## config.mk

```make
export PLATFORM = sky130hd
export DESIGN_NAME = ws2811_decoder_flat
export DESIGN_NICKNAME = d
export VERILOG_FILES = /design/src/rtl/ws2811_decoder_if.sv /design/src/rtl/ws2811_decoder.sv /design/src/flat_wrapper.sv
export SDC_FILE = /design/constraint.sdc
export NUM_CORES = 1
export LEC_CHECK = 0
export ABC_CLOCK_PERIOD_IN_PS = 2930
export CORE_MARGIN = 2
export CORE_UTILIZATION = 50
export DETAILED_ROUTE_END_ITERATION = 8
export DONT_BUFFER_PORTS = 1
export GPL_ROUTABILITY_DRIVEN = 0
export GPL_TIMING_DRIVEN = 0
export PLACE_DENSITY_LB_ADDON = 0.3
export SKIP_LAST_GASP = 1
export SLEW_MARGIN = 10
export SYNTH_ARGS = -nofsm -noshare
export SYNTH_HDL_FRONTEND = slang
export SYNTH_SLANG_ARGS = --single-unit
```

## constraint.sdc

```tcl
create_clock -name clk -period 2.93 [get_ports clk]
set_clock_uncertainty 0.1 [all_clocks]
set_input_delay 0.7325 -clock clk [delete_from_list [all_inputs] [get_ports clk]]
set_output_delay 0.7325 -clock clk [all_outputs]
set_load 0.01 [all_outputs]
```

## src/rtl/ws2811_decoder_if.sv

```systemverilog
// Byte output handshake of the WS2811 decoder.
//   out_data  : decoded byte
//   out_valid : out_data holds an unconsumed byte
//   out_ready : consumer accepts out_data on a clk edge when out_valid=1
// master = decoder side, slave = consumer side.
interface ws2811_decoder_if;
  logic [7:0] out_data;
  logic       out_valid;
  logic       out_ready;

  modport master (output out_data, output out_valid, input out_ready);
  modport slave  (input out_data, input out_valid, output out_ready);
endinterface

```

## src/rtl/ws2811_decoder.sv

```systemverilog
// WS2811 one-wire receiver: classifies each high pulse on din by width as a
// 0 or 1 bit, assembles bytes, presents them on a valid/ready port and marks
// frame boundaries on a T_RESET-long low gap.
// Ports:
//   clk, rst_n  : 60 MHz clock, asynchronous active-low reset
//   din         : asynchronous serial input (2-flop synchronized)
//   out_if      : byte output handshake (out_data/out_valid/out_ready)
//   frame_end   : 1-cycle pulse at a frame boundary
//   frame_len   : byte count of the last completed frame
//   bit_err     : 1-cycle pulse on a pulse-width violation
//   frame_err   : 1-cycle pulse when a frame ends with a partial byte
//   overrun     : 1-cycle pulse when an unconsumed byte is overwritten
module ws2811_decoder #(
  parameter int unsigned T_MIN      = 8,
  parameter int unsigned T_THRESH   = 38,
  parameter int unsigned T_MAX_HIGH = 75,
  parameter int unsigned T_RESET    = 3000,
  parameter int unsigned CNT_W      = 12,
  parameter int unsigned LSB_FIRST  = 1
) (
  input  logic                    clk,
  input  logic                    rst_n,
  input  logic                    din,
  ws2811_decoder_if.master        out_if,
  output logic                    frame_end,
  output logic [15:0]             frame_len,
  output logic                    bit_err,
  output logic                    frame_err,
  output logic                    overrun
);

  localparam logic [CNT_W-1:0] MIN_C    = CNT_W'(T_MIN);
  localparam logic [CNT_W-1:0] THRESH_C = CNT_W'(T_THRESH);
  localparam logic [CNT_W-1:0] MAXH_C   = CNT_W'(T_MAX_HIGH);
  localparam logic [CNT_W-1:0] RESET_C  = CNT_W'(T_RESET);

  typedef enum logic [1:0] {ARM, IDLE, LOW, HIGH} state_t;

  state_t           state, state_next;
  logic             sync1, sync2, sync3;
  logic             rise, fall;
  logic [CNT_W-1:0] hcnt, lcnt, lcnt_inc;
  logic [2:0]       bit_cnt;
  logic [7:0]       shreg, sh_next;
  logic [15:0]      byte_cnt;
  logic             bit_val;
  logic             go_high, take_bit, err, end_frame, byte_done;

  assign rise = sync2 & ~sync3;
  assign fall = ~sync2 & sync3;

  always_ff @(posedge clk or negedge rst_n) begin
    if (!rst_n) begin
      sync1 <= 1'b0;
      sync2 <= 1'b0;
      sync3 <= 1'b0;
    end else begin
      sync1 <= din;
      sync2 <= sync1;
      sync3 <= sync2;
    end
  end

  always_comb begin
    state_next = state;
    go_high    = 1'b0;
    take_bit   = 1'b0;
    err        = 1'b0;
    end_frame  = 1'b0;
    lcnt_inc   = (lcnt == '1) ? lcnt : lcnt + CNT_W'(1);
    bit_val    = (hcnt >= THRESH_C);
    if (LSB_FIRST != 0) sh_next = {bit_val, shreg[7:1]};
    else                sh_next = {shreg[6:0], bit_val};

    case (state)
      ARM: begin
        if (!sync2 && lcnt_inc == RESET_C) state_next = IDLE;
      end
      IDLE: begin
        if (rise) begin
          go_high    = 1'b1;
          state_next = HIGH;
        end
      end
      LOW: begin
        if (rise) begin
          go_high    = 1'b1;
          state_next = HIGH;
        end else if (lcnt_inc == RESET_C) begin
          end_frame  = 1'b1;
          state_next = IDLE;
        end
      end
      HIGH: begin
        if (fall) begin
          if (hcnt < MIN_C) begin
            err        = 1'b1;
            state_next = ARM;
          end else begin
            take_bit   = 1'b1;
            state_next = LOW;
          end
        end else if (hcnt >= MAXH_C) begin
          // hcnt becomes T_MAX_HIGH+1 on this edge with the line still high
          err        = 1'b1;
          state_next = ARM;
        end
      end
      default: state_next = ARM;
    endcase

    byte_done = take_bit && (bit_cnt == 3'd7);
  end

  always_ff @(posedge clk or negedge rst_n) begin
    if (!rst_n) begin
      state            <= ARM;
      hcnt             <= '0;
      lcnt             <= '0;
      bit_cnt          <= '0;
      shreg            <= '0;
      byte_cnt         <= '0;
      out_if.out_data  <= '0;
      out_if.out_valid <= 1'b0;
      frame_end        <= 1'b0;
      frame_len        <= '0;
      bit_err          <= 1'b0;
      frame_err        <= 1'b0;
      overrun          <= 1'b0;
    end else begin
      state     <= state_next;
      frame_end <= 1'b0;
      frame_err <= 1'b0;
      overrun   <= 1'b0;
      bit_err   <= err;

      if (go_high)               hcnt <= CNT_W'(1);
      else if (state == HIGH)    hcnt <= hcnt + CNT_W'(1);

      if (err || take_bit)       lcnt <= '0;
      else if (state == ARM)     lcnt <= sync2 ? '0 : lcnt_inc;
      else if (state == LOW)     lcnt <= lcnt_inc;

      if (take_bit) begin
        shreg   <= sh_next;
        bit_cnt <= bit_cnt + 3'd1;
      end

      if (byte_done) begin
        out_if.out_data  <= sh_next;
        out_if.out_valid <= 1'b1;
        overrun          <= out_if.out_valid && !out_if.out_ready;
        byte_cnt         <= (byte_cnt == '1) ? byte_cnt : byte_cnt + 16'd1;
      end else if (out_if.out_valid && out_if.out_ready) begin
        out_if.out_valid <= 1'b0;
      end

      if (err) begin
        shreg    <= '0;
        bit_cnt  <= '0;
        byte_cnt <= '0;
      end

      if (end_frame) begin
        frame_end <= 1'b1;
        frame_len <= byte_cnt;
        frame_err <= (bit_cnt != 3'd0);
        shreg     <= '0;
        bit_cnt   <= '0;
        byte_cnt  <= '0;
      end
    end
  end

endmodule

```

## src/flat_wrapper.sv

```systemverilog
// flat-port wrapper written by rule: the top's interface ports become plain ports
module ws2811_decoder_flat 
#(
  parameter int unsigned T_MIN      = 8,
  parameter int unsigned T_THRESH   = 38,
  parameter int unsigned T_MAX_HIGH = 75,
  parameter int unsigned T_RESET    = 3000,
  parameter int unsigned CNT_W      = 12,
  parameter int unsigned LSB_FIRST  = 1
)
  (clk, rst_n, din, frame_end, frame_len, bit_err, frame_err, overrun, out_if_out_data, out_if_out_valid, out_if_out_ready);
  ws2811_decoder_if out_if_i ();
  input  logic clk;
  input  logic rst_n;
  input  logic din;
  output logic frame_end;
  output logic [15:0] frame_len;
  output logic bit_err;
  output logic frame_err;
  output logic overrun;
  output wire logic [$bits(out_if_i.out_data)-1:0] out_if_out_data;
  output wire logic [$bits(out_if_i.out_valid)-1:0] out_if_out_valid;
  input wire logic [$bits(out_if_i.out_ready)-1:0] out_if_out_ready;
  assign out_if_out_data = out_if_i.out_data;
  assign out_if_out_valid = out_if_i.out_valid;
  assign out_if_i.out_ready = out_if_out_ready;
  ws2811_decoder #(.T_MIN(T_MIN), .T_THRESH(T_THRESH), .T_MAX_HIGH(T_MAX_HIGH), .T_RESET(T_RESET), .CNT_W(CNT_W), .LSB_FIRST(LSB_FIRST)) u_core (.clk(clk), .rst_n(rst_n), .din(din), .out_if(out_if_i), .frame_end(frame_end), .frame_len(frame_len), .bit_err(bit_err), .frame_err(frame_err), .overrun(overrun));
endmodule
```

Word level (Yosys, flattened, before mapping)
Index checks and enable logic that the tools add are counted.

storage, ports and cells
  bits in registers = 85
  latch bits = 0
  bits in writable memories = 0
  ROM bits = 0
  input port bits = 4
  output and inout bits = 29
  word-level logic and storage cells = 98
  memories kept = 0

cells by class
  add/subtract/negate cells = 4
  $mul = 0
  div/mod/pow operators = 0
  $lt $le $gt $ge = 3
  equality and inequality tests = 12
  shift operators = 0
  muxes and demuxes = 42
  bitwise gates (word level) = 4
  reduce and logical (&&, ||, !) cells = 17

operators by type and width
  kind                   number
  $mux 12                7
  $mux 16                4
  $add 12x1->12 const B  2
  $eq 12x12->1 const B   2
  $mux 8                 3
  $mux 1                 17
  $add 16x1->16 const B  1
  $eq 16x16->1 const B   1
  $mux 2                 7
  $ge 12x6->1 const B    1
  $ge 12x7->1 const B    1
  $lt 12x4->1 const B    1
  $reduce_bool 3->1      4
  $mux 3                 3
  $ne 3x1->1 const B     3
  $pmux 2 s4             1
  $eq 2x2->1 const B     2
  $logic_and 1x1->1      4
  $ne 2x1->1 const B     2
  $reduce_and 4->1       1
  $reduce_bool 2->1      2
  $add 3x1->3 const B    1
  $eq 3x3->1 const B     1
  $and 1x1->1            2
  other kinds (7)        9

Logic depth before layout (Yosys ltp)
Gate-level depths: netlist (run 1).

  depth in word-level cells = 8
  mapped depth = 11
  gate-level depth less buffers = 8

Worst setup path before layout (run 1)
OpenSTA, ideal clock, no wires.

  path kind = register -> register
  start point = register u_core.lcnt[0]
  end point = register u_core.frame_len[10]
  setup time = 0.125 ns
  arrival = 2.411 ns
  data required time = 2.705 ns
  path slack = 0.294 ns
  stages on the path, launching flop included = 10
  buffers on the path = 2
  clock period less this slack = 2.636 ns
  cell sequence = dfrtp_1 > ha_1 > clkbuf_1 > and3_1 > nand3_1 > nor3_1 > o21ai_0 > nor4_4 > buf_6 > mux2_4

between the ends
  word-level cells in the longest chain between the ends = 6
  elaborated cells on any way between the ends = 7
  those cells by class = add/sub (1); eq/ne (2); mux (4)

ends and longest elaborated chain
  what                                           line                   RTL
  from (decl)                                    ws2811_decoder.sv:42   logic [CNT_W-1:0] hcnt, lcnt, lcnt_inc;
  from (signal assigned)                         ws2811_decoder.sv:141  else if (state == ARM) lcnt <= sync2 ? '0 : lcnt_inc;
  from (signal assigned)                         ws2811_decoder.sv:142  else if (state == LOW) lcnt <= lcnt_inc;
  $add 12x1->12 or $eq 12x12->1 (tied branches)  ws2811_decoder.sv:70   lcnt_inc = (lcnt == '1) ? lcnt : lcnt + CNT_W'(1);
  $mux 12 *                                      ws2811_decoder.sv:70
  $eq 12x12->1 *                                 ws2811_decoder.sv:89   end else if (lcnt_inc == RESET_C) begin
  $mux 1 *                                       ws2811_decoder.sv:89
  $mux 1 *                                       ws2811_decoder.sv:86   if (rise) begin
  $mux 1 *                                       ws2811_decoder.sv:75   case (state)
  to (signal assigned)                           ws2811_decoder.sv:166  frame_len <= byte_cnt;
  to (decl)                                      ws2811_decoder.sv:26   output logic [15:0] frame_len,

Every way passes the cells marked *; elsewhere a longest branch is shown, timed or not.
A chain may end at the register's enable or synchronous reset.

Final worst setup path (run 1)
  start point = register u_core.lcnt[0]
  end point = register u_core.frame_len[13]

The elaborated chain is that of the path after synthesis.

==> flow_summary.ini, run 1 <==
[logic_synthesis]
ys_warn_count = 0
netlist-cell-type-count = 52
synth_common_cells = 84 x dfrtp_1, 48 x nor2_1, 38 x nand2_1, 21 x o21ai_0
synth_flop_cell = dfrtp_1
synth.area.top_cells = dfrtp_1 50%, nor2_1 4.3%, mux2_4 3.6%
ys_seq_elements = 84
ys_seq_area_share_pct = 50.48
synth_top_area_share_pct = 50.48
synth_most_common_cell = dfrtp_1
syn_inst = 401
yosysTopAreaCell = dfrtp_1
syn-num-nets = 416
synth_area_per_cell_sq_um = 10.38
syn_area_sq_mm = 0.004164
synthArstFlopShare_pct = 100.0
synth_enable_flop_cells = 0

[timing]
slew_headroom_pct = 65.26
fmax_ghz = 0.3758
rsz0062_at_grt = false
drv_slew = 0
hold_viol = 0
period_minus_slack_ns = 2.661
finalSetupViolCount = 0
finalCritPeriodShare_pct = 90.82
fin_ws_ns = 0.2690
worst_pin_slew_ns = 0.5210

[power]
p_total_mw = 1.919
peakVddDrop_v = 0.0002520
total_leakage_power_nw = 2.120
power.density_mw_per_mm2 = 425.0

[worst_setup_path]
cp-start-kind = flop
worstSetupEndpointType = flop
criticalPathCategory = reg -> reg
cp.arrival_ns = 2.80
cp_top_family = simple AND/OR/NAND/NOR gates
cpPeakStageDelay_ns = 0.45
slowest_stage = dfrtp_1
path_max_fanout = 10
crit_required_ns = 3.07
path_cells = ha_2 -> nand3_1 -> xnor2_1 -> nand4b_1 -> nand2b_1 -> nor4_4 -> buf_4 -> buf_6 -> mux2_4
crit_buf_inv = 2

[die]
dieArea_sq_mm = 0.009074
die_w_um = 95.26
start_util_pct = 51.19
fp.dieH_um = 95.26
core_region_area_sq_mm = 0.008134
io_pins = 33
row_count = 33

[grt]
antenna_found_initial = 0
gr-total-overflow = 0
grtUsageTotal_pct = 18.40
grt_pass1_wl_um = 12990
grt_pass1_vias = 2774
grt_max_degree = 85

[clocking]
cts_tree = done
clk_latency_ns = 0.35
clkSlewWorstSetupHoldPaths_ns = 0.08
cts_buffers = 9
clockRootBuffer = clkbuf_8
h-tree-depth = 3
clk_path_buf_depth = 2
clkSinkCount = 84

[routing]
drt_iter0_markers = 108
vias = 2908
via_per_inst = 5.560
wire_per_inst_um = 14.61
drt.antenna.violating_nets = 0
wl_um = 7640
drtPass1Iterations = 4
drc = 0

[layout]
diodes = 0
post-route-util_pct = 55.51
drive_above_1_share_pct = 13.88
final_cell_area_sq_mm = 0.004516
fin_nets = 430
area_delta_synth_final_pct = 8.443

[hold_path]
hold_class = in -> async

[outcome]
status = finished clean

[place]
dp_slack_ns = -0.1936
io_buffers = 0
post_dp_cell_area_sq_mm = 0.004295
dp_hpwl_um = 5261

[run]
cap_violations = 0
## cell families (layout without fill, tap and decap cells)
family / after synthesis / after routing / share of synthesized area (%)
buffers and inverters: 35 / 52 / 4.297
DFF: 84 / 84 / 50.48
and+or+nand+nor: 150 / 150 / 18.03
muxes: 28 / 28 / 8.323
AOI/OAI and AO/OA: 66 / 66 / 9.886
xor gates and xnor gates: 27 / 27 / 5.679
adders and majority gates: 11 / 11 / 3.305
## final cells by class
type | instances | area (sq um)
Fill cell | 714 | 3618
Sequential cell | 84 | 2102
Multi-Input combinational cell | 282 | 1902
Tap cell | 105 | 131.4
Clock buffer | 9 | 123.9
Buffer | 16 | 107.6
Inverter | 18 | 67.56
Timing Repair Buffer | 4 | 50.05
Clock inverter | 5 | 31.28
## worst reg2reg max path, delay by kind of cell (launching register included)
kind / cells / cell delay, ns
XOR/XNOR: 1 / 0.25
buffers and inverters: 2 / 0.34
multiplexers: 1 / 0.32
AND/OR/NAND/NOR: 4 / 0.79
adder cells (fa/ha/maj): 1 / 0.30
flip-flops: 1 / 0.45
## through the flow
stage / cells / hold slack [ns] / TNS, ns
3_5_place_dp: 506 / 0.2347 / -3.156
3_3_place_gp: 506 / 0.2345 / -2.243
4_1_cts: 524 / 0.1904 / 0
6_report: 523 / 0.1773 / 0
5_1_grt: 523 / 0.2086 / 0
2_1_floorplan: 401 / 0.2312 / 0
## where the power goes
part	switching [mW]	total, mW	internal (mW)
registers	0.00638	1.17	1.16
logic	0.0375	0.0529	0.0154
clock network	0.401	0.696	0.295
## layer usage
layer | wire length [um] | part of all wire [%] | track usage (%)
met2 | 3566 | 47 | 28.99
met4 | 133 | 1.7 | 7.126
met3 | 270 | 3.5 | 4.585
met5 | 0 | 0 | 0
met1 | 3669 | 48 | 24.49
## sequential cells by signal, summed over array words and instances (netlist names)
register,count
u_core.sync1,1
u_core.lcnt,12
u_core.sync3,1
u_core.byte_cnt,16
u_core.sync2,1
u_core.frame_end,1
u_core.frame_err,1
u_core.out_if.out_data,8
u_core.state,2
u_core.frame_len,16
u_core.out_if.out_valid,1
u_core.bit_err,1
u_core.shreg,7
u_core.hcnt,12
u_core.overrun,1
u_core.bit_cnt,3
## cells in the final DEF, fill, tap and decap left out, drive strengths merged, types with 4 or more instances in the layout
cell / count
or3: 5
a21oi: 18
buf: 13
nor2: 50
nand2: 38
and3: 7
dfrtp: 84
ha: 11
xor2: 14
nand2b: 4
mux2i: 5
nor3: 5
inv: 18
xnor2: 13
clkinv: 4
a22oi: 8
o21ai: 21
nand3: 8
mux2: 23
clkbuf: 16
nand4: 13
## path summary, 6_finish.rpt
kind	slack, ns	start	to	cells past startpoint
max	0.27	u_core.lcnt[0]$_DFFE_PN0P_	u_core.frame_len[13]$_DFFE_PN0N_	9
max in group asynchronous	2.23	rst_n	u_core.frame_len[11]$_DFFE_PN0N_	1
min in group clk	0.25	u_core.sync1$_DFF_PN0_	u_core.sync2$_DFF_PN0_	0
min	0.18	rst_n	u_core.lcnt[11]$_DFFE_PN0P_	1
min reg2reg	0.25	u_core.sync1$_DFF_PN0_	u_core.sync2$_DFF_PN0_	0
max reg2reg	0.27	u_core.lcnt[0]$_DFFE_PN0P_	u_core.frame_len[13]$_DFFE_PN0N_	9
## repair_timing
item | CTS | global route
buffers inserted | 3 | 0
endpoints found under the setup margin | 34 | 45
gates resized for setup | 1 | 5
endpoints found under the hold margin | 84 | 0
hold buffers | 1 | 0
pin swaps | 1 | 0
No activity file was read; power rests on OpenSTA's default activity.
==> inputs of run 2 (changes only) <==
- ABC_AREA: not set -> 1
- ABC_CLOCK_PERIOD_IN_PS: 2930 -> 2850
- clock period: 2.93 -> 2.85 ns (I/O delays scaled with it)
==> run 2 against run 1 <==
Critical path depth is 4 higher. Hold slack got worse by 0.030 ns. Register-to-register slack improved by 0.17 ns. Utilization shrank 0.21 points. Critical path type unchanged.
==> flow_summary.ini, run 2 <==
[worst_setup_path]
r2r_start = u_core.lcnt[1]$_DFFE_PN0P_
endpoint = u_core.frame_len[14]$_DFFE_PN0N_
worstSetupEndpointType = flop
worst-r2r-setup-slack_ns = 0.44
cp.arrival_ns = 2.55
r2r-end = u_core.frame_len[14]$_DFFE_PN0N_
crit_required_ns = 2.99
cpPeakStageDelay_ns = 0.44
cp-start-kind = flop
crit_start = u_core.lcnt[1]$_DFFE_PN0P_
slowest_stage = dfrtp_1
ff2ff_path_depth = 13
criticalPathCategory = reg -> reg
path_cells = ha_1 -> nand2_1 -> nor2_4 -> nand3_2 -> buf_6 -> nand3_1 -> nor2_1 -> nand4_1 -> nor2_1 -> nand3_2 -> buf_6 -> nand2_1 -> o21ai_2
path_max_fanout = 10

[routing]
wl_met3_um = 295
drc = 0
wl_met2_um = 4055
wl_um = 8408
drt_iter0_markers = 211
drt.antenna.violating_nets = 0
wire_per_inst_um = 12.78
top_layer_used = met4
drtPass1Iterations = 4
vias = 3410
via_per_inst = 5.182
wl_met1_um = 4005

[layout]
area_delta_synth_final_pct = 9.044
fin_nets = 560
diodes = 0
final_cell_area_sq_mm = 0.004752
layout_common_cells = 127 x nand2_1, 84 x dfrtp_1, 73 x inv_1
drive_above_1_share_pct = 10.36
reg.largest.list = u_core.byte_cnt: 16 flops, u_core.frame_len: 16 flops
final_common_cell = nand2_1

[clocking]
h-tree-depth = 3
clockRootBuffer = clkbuf_8
clk_path_buf_depth = 2
cts_tree = done
clkSlewWorstSetupHoldPaths_ns = 0.10
cts_buffers = 9
clk_latency_ns = 0.35
clkSinkCount = 84

[logic_synthesis]
netlist-cell-type-count = 34
ys_seq_elements = 84
synth_most_common_cell = nand2_1
synth_top_area_share_pct = 48.23
synthArstFlopShare_pct = 100.0
synth_common_cells = 127 x nand2_1, 84 x dfrtp_1, 73 x inv_1, 47 x nor2_1, 42 x nand3_1
syn-num-nets = 548
yosysTopAreaCell = dfrtp_1
ys_warn_count = 0
synth_enable_flop_cells = 0
synth_area_per_cell_sq_um = 8.176
synth_flop_cell = dfrtp_1
syn_inst = 533
syn_area_sq_mm = 0.004358
ys_seq_area_share_pct = 48.23
synth.area.top_cells = dfrtp_1 48%, nand2_1 11%, inv_1 6.3%

[die]
dieArea_sq_mm = 0.009479
io_pins = 33
fp.dieH_um = 97.36
start_util_pct = 50.71
core_region_area_sq_mm = 0.008593
die_w_um = 97.36
row_count = 34

[grt]
antenna_found_initial = 0
grt_pass1_wl_um = 14580
grt_pass1_vias = 3224
grtUsageTotal_pct = 18.53
gr-total-overflow = 0
grt_max_degree = 85

[timing]
hold_viol = 0
worst_pin_slew_ns = 0.4315
timing.setup.tns_ns = 0
slew_headroom_pct = 70.97
period_minus_slack_ns = 2.408
fmax_ghz = 0.4153
finalSetupViolCount = 0
drv_slew = 0
rsz0062_at_grt = false
finalCritPeriodShare_pct = 84.48
fin_ws_ns = 0.4422

[place]
dp_hpwl_um = 6106
post_dp_cell_area_sq_mm = 0.004493
dp_slack_ns = 0.4611
io_buffers = 0

[run]
cap_violations = 0

[outcome]
status = finished clean

[power]
total_leakage_power_nw = 2.249
power.density_mw_per_mm2 = 468.3
peakVddDrop_v = 0.0003293

[hold_path]
hold_class = in -> async
[run 2: kinds of logic after synthesis]
| group | count (synthesis) | synth area share, % |
|---|---|---|
| compound gates | 77 | 10.48 |
| xor+xnor | 12 | 2.412 |
| fa+ha+maj | 11 | 3.158 |
| buf+inv | 87 | 8.469 |
| flops | 84 | 48.23 |
| simple gates | 262 | 27.25 |
[run 2: final cells by class]
type                    count  area [sq um]
multi-input cells         362          1887
well taps                 108         135.1
flip-flops and latches     84          2102
repair buffers              1         27.53
plain buffers              11         83.83
inverters                  76         285.3
clock buffers              10         137.6
clock inverters             6         93.84
fillers                   786          3841
[run 2: per-stage QoR]
| step | power (mW) | hold slack (ns) | std cells | util [%] |
|---|---|---|---|---|
| floorplan | 1.246 | 0.2312 | 533 | - |
| global placement | 1.252 | 0.2410 | 641 | 52.29 |
| detailed placement | 1.252 | 0.2434 | 641 | 52.29 |
| CTS | 2.256 | 0.1543 | 658 | 55.30 |
| global route | 2.311 | 0.1629 | 658 | 55.30 |
| finish | 2.225 | 0.1474 | 658 | 55.30 |
[run 2: timing repair]
item | CTS | global route
hold buffers | 1 | 0
gates resized for setup | 0 | 0
hold endpoints to repair | 84 | 0
buffers inserted | 0 | 0
[run 2: layer usage]
layer  GRT usage, %  vias to the layer above
met5              0                        -
met4          4.594                        0
met3          4.460                        4
met2          30.77                       59
met1          24.57                     1613
li1               -                     1734
[run 2: worst min-delay path by stage]
stage                                       from                                    end  slack [ns]  cells past startpoint
after CTS                                  rst_n            u_core.hcnt[11]$_DFFE_PN0P_        0.15                      1
after detailed placement  u_core.sync1$_DFF_PN0_                 u_core.sync2$_DFF_PN0_        0.24                      0
final                                      rst_n  u_core.out_if.out_data[1]$_DFFE_PN0P_        0.15                      1
after floorplan           u_core.sync1$_DFF_PN0_                 u_core.sync2$_DFF_PN0_        0.23                      0
after global placement    u_core.sync1$_DFF_PN0_                 u_core.sync2$_DFF_PN0_        0.24                      0
after global routing                       rst_n  u_core.out_if.out_data[1]$_DFFE_PN0P_        0.16                      1
[run 2: power breakdown]
part           switching (mW)  internal, mW  total [mW]
sequential            0.00614          1.20        1.20
combinational          0.0393        0.0124      0.0517
clock                   0.446         0.525       0.971
total                   0.491          1.73        2.23
[run 2: worst max-delay path, delay by kind of cell (launching register included)]
kind                     cells  cell delay, ns
buffers and inverters        2            0.38
adder cells (fa/ha/maj)      1            0.25
flip-flops                   1            0.44
AO/OA/AOI/OAI                1            0.05
AND/OR/NAND/NOR              9            1.09
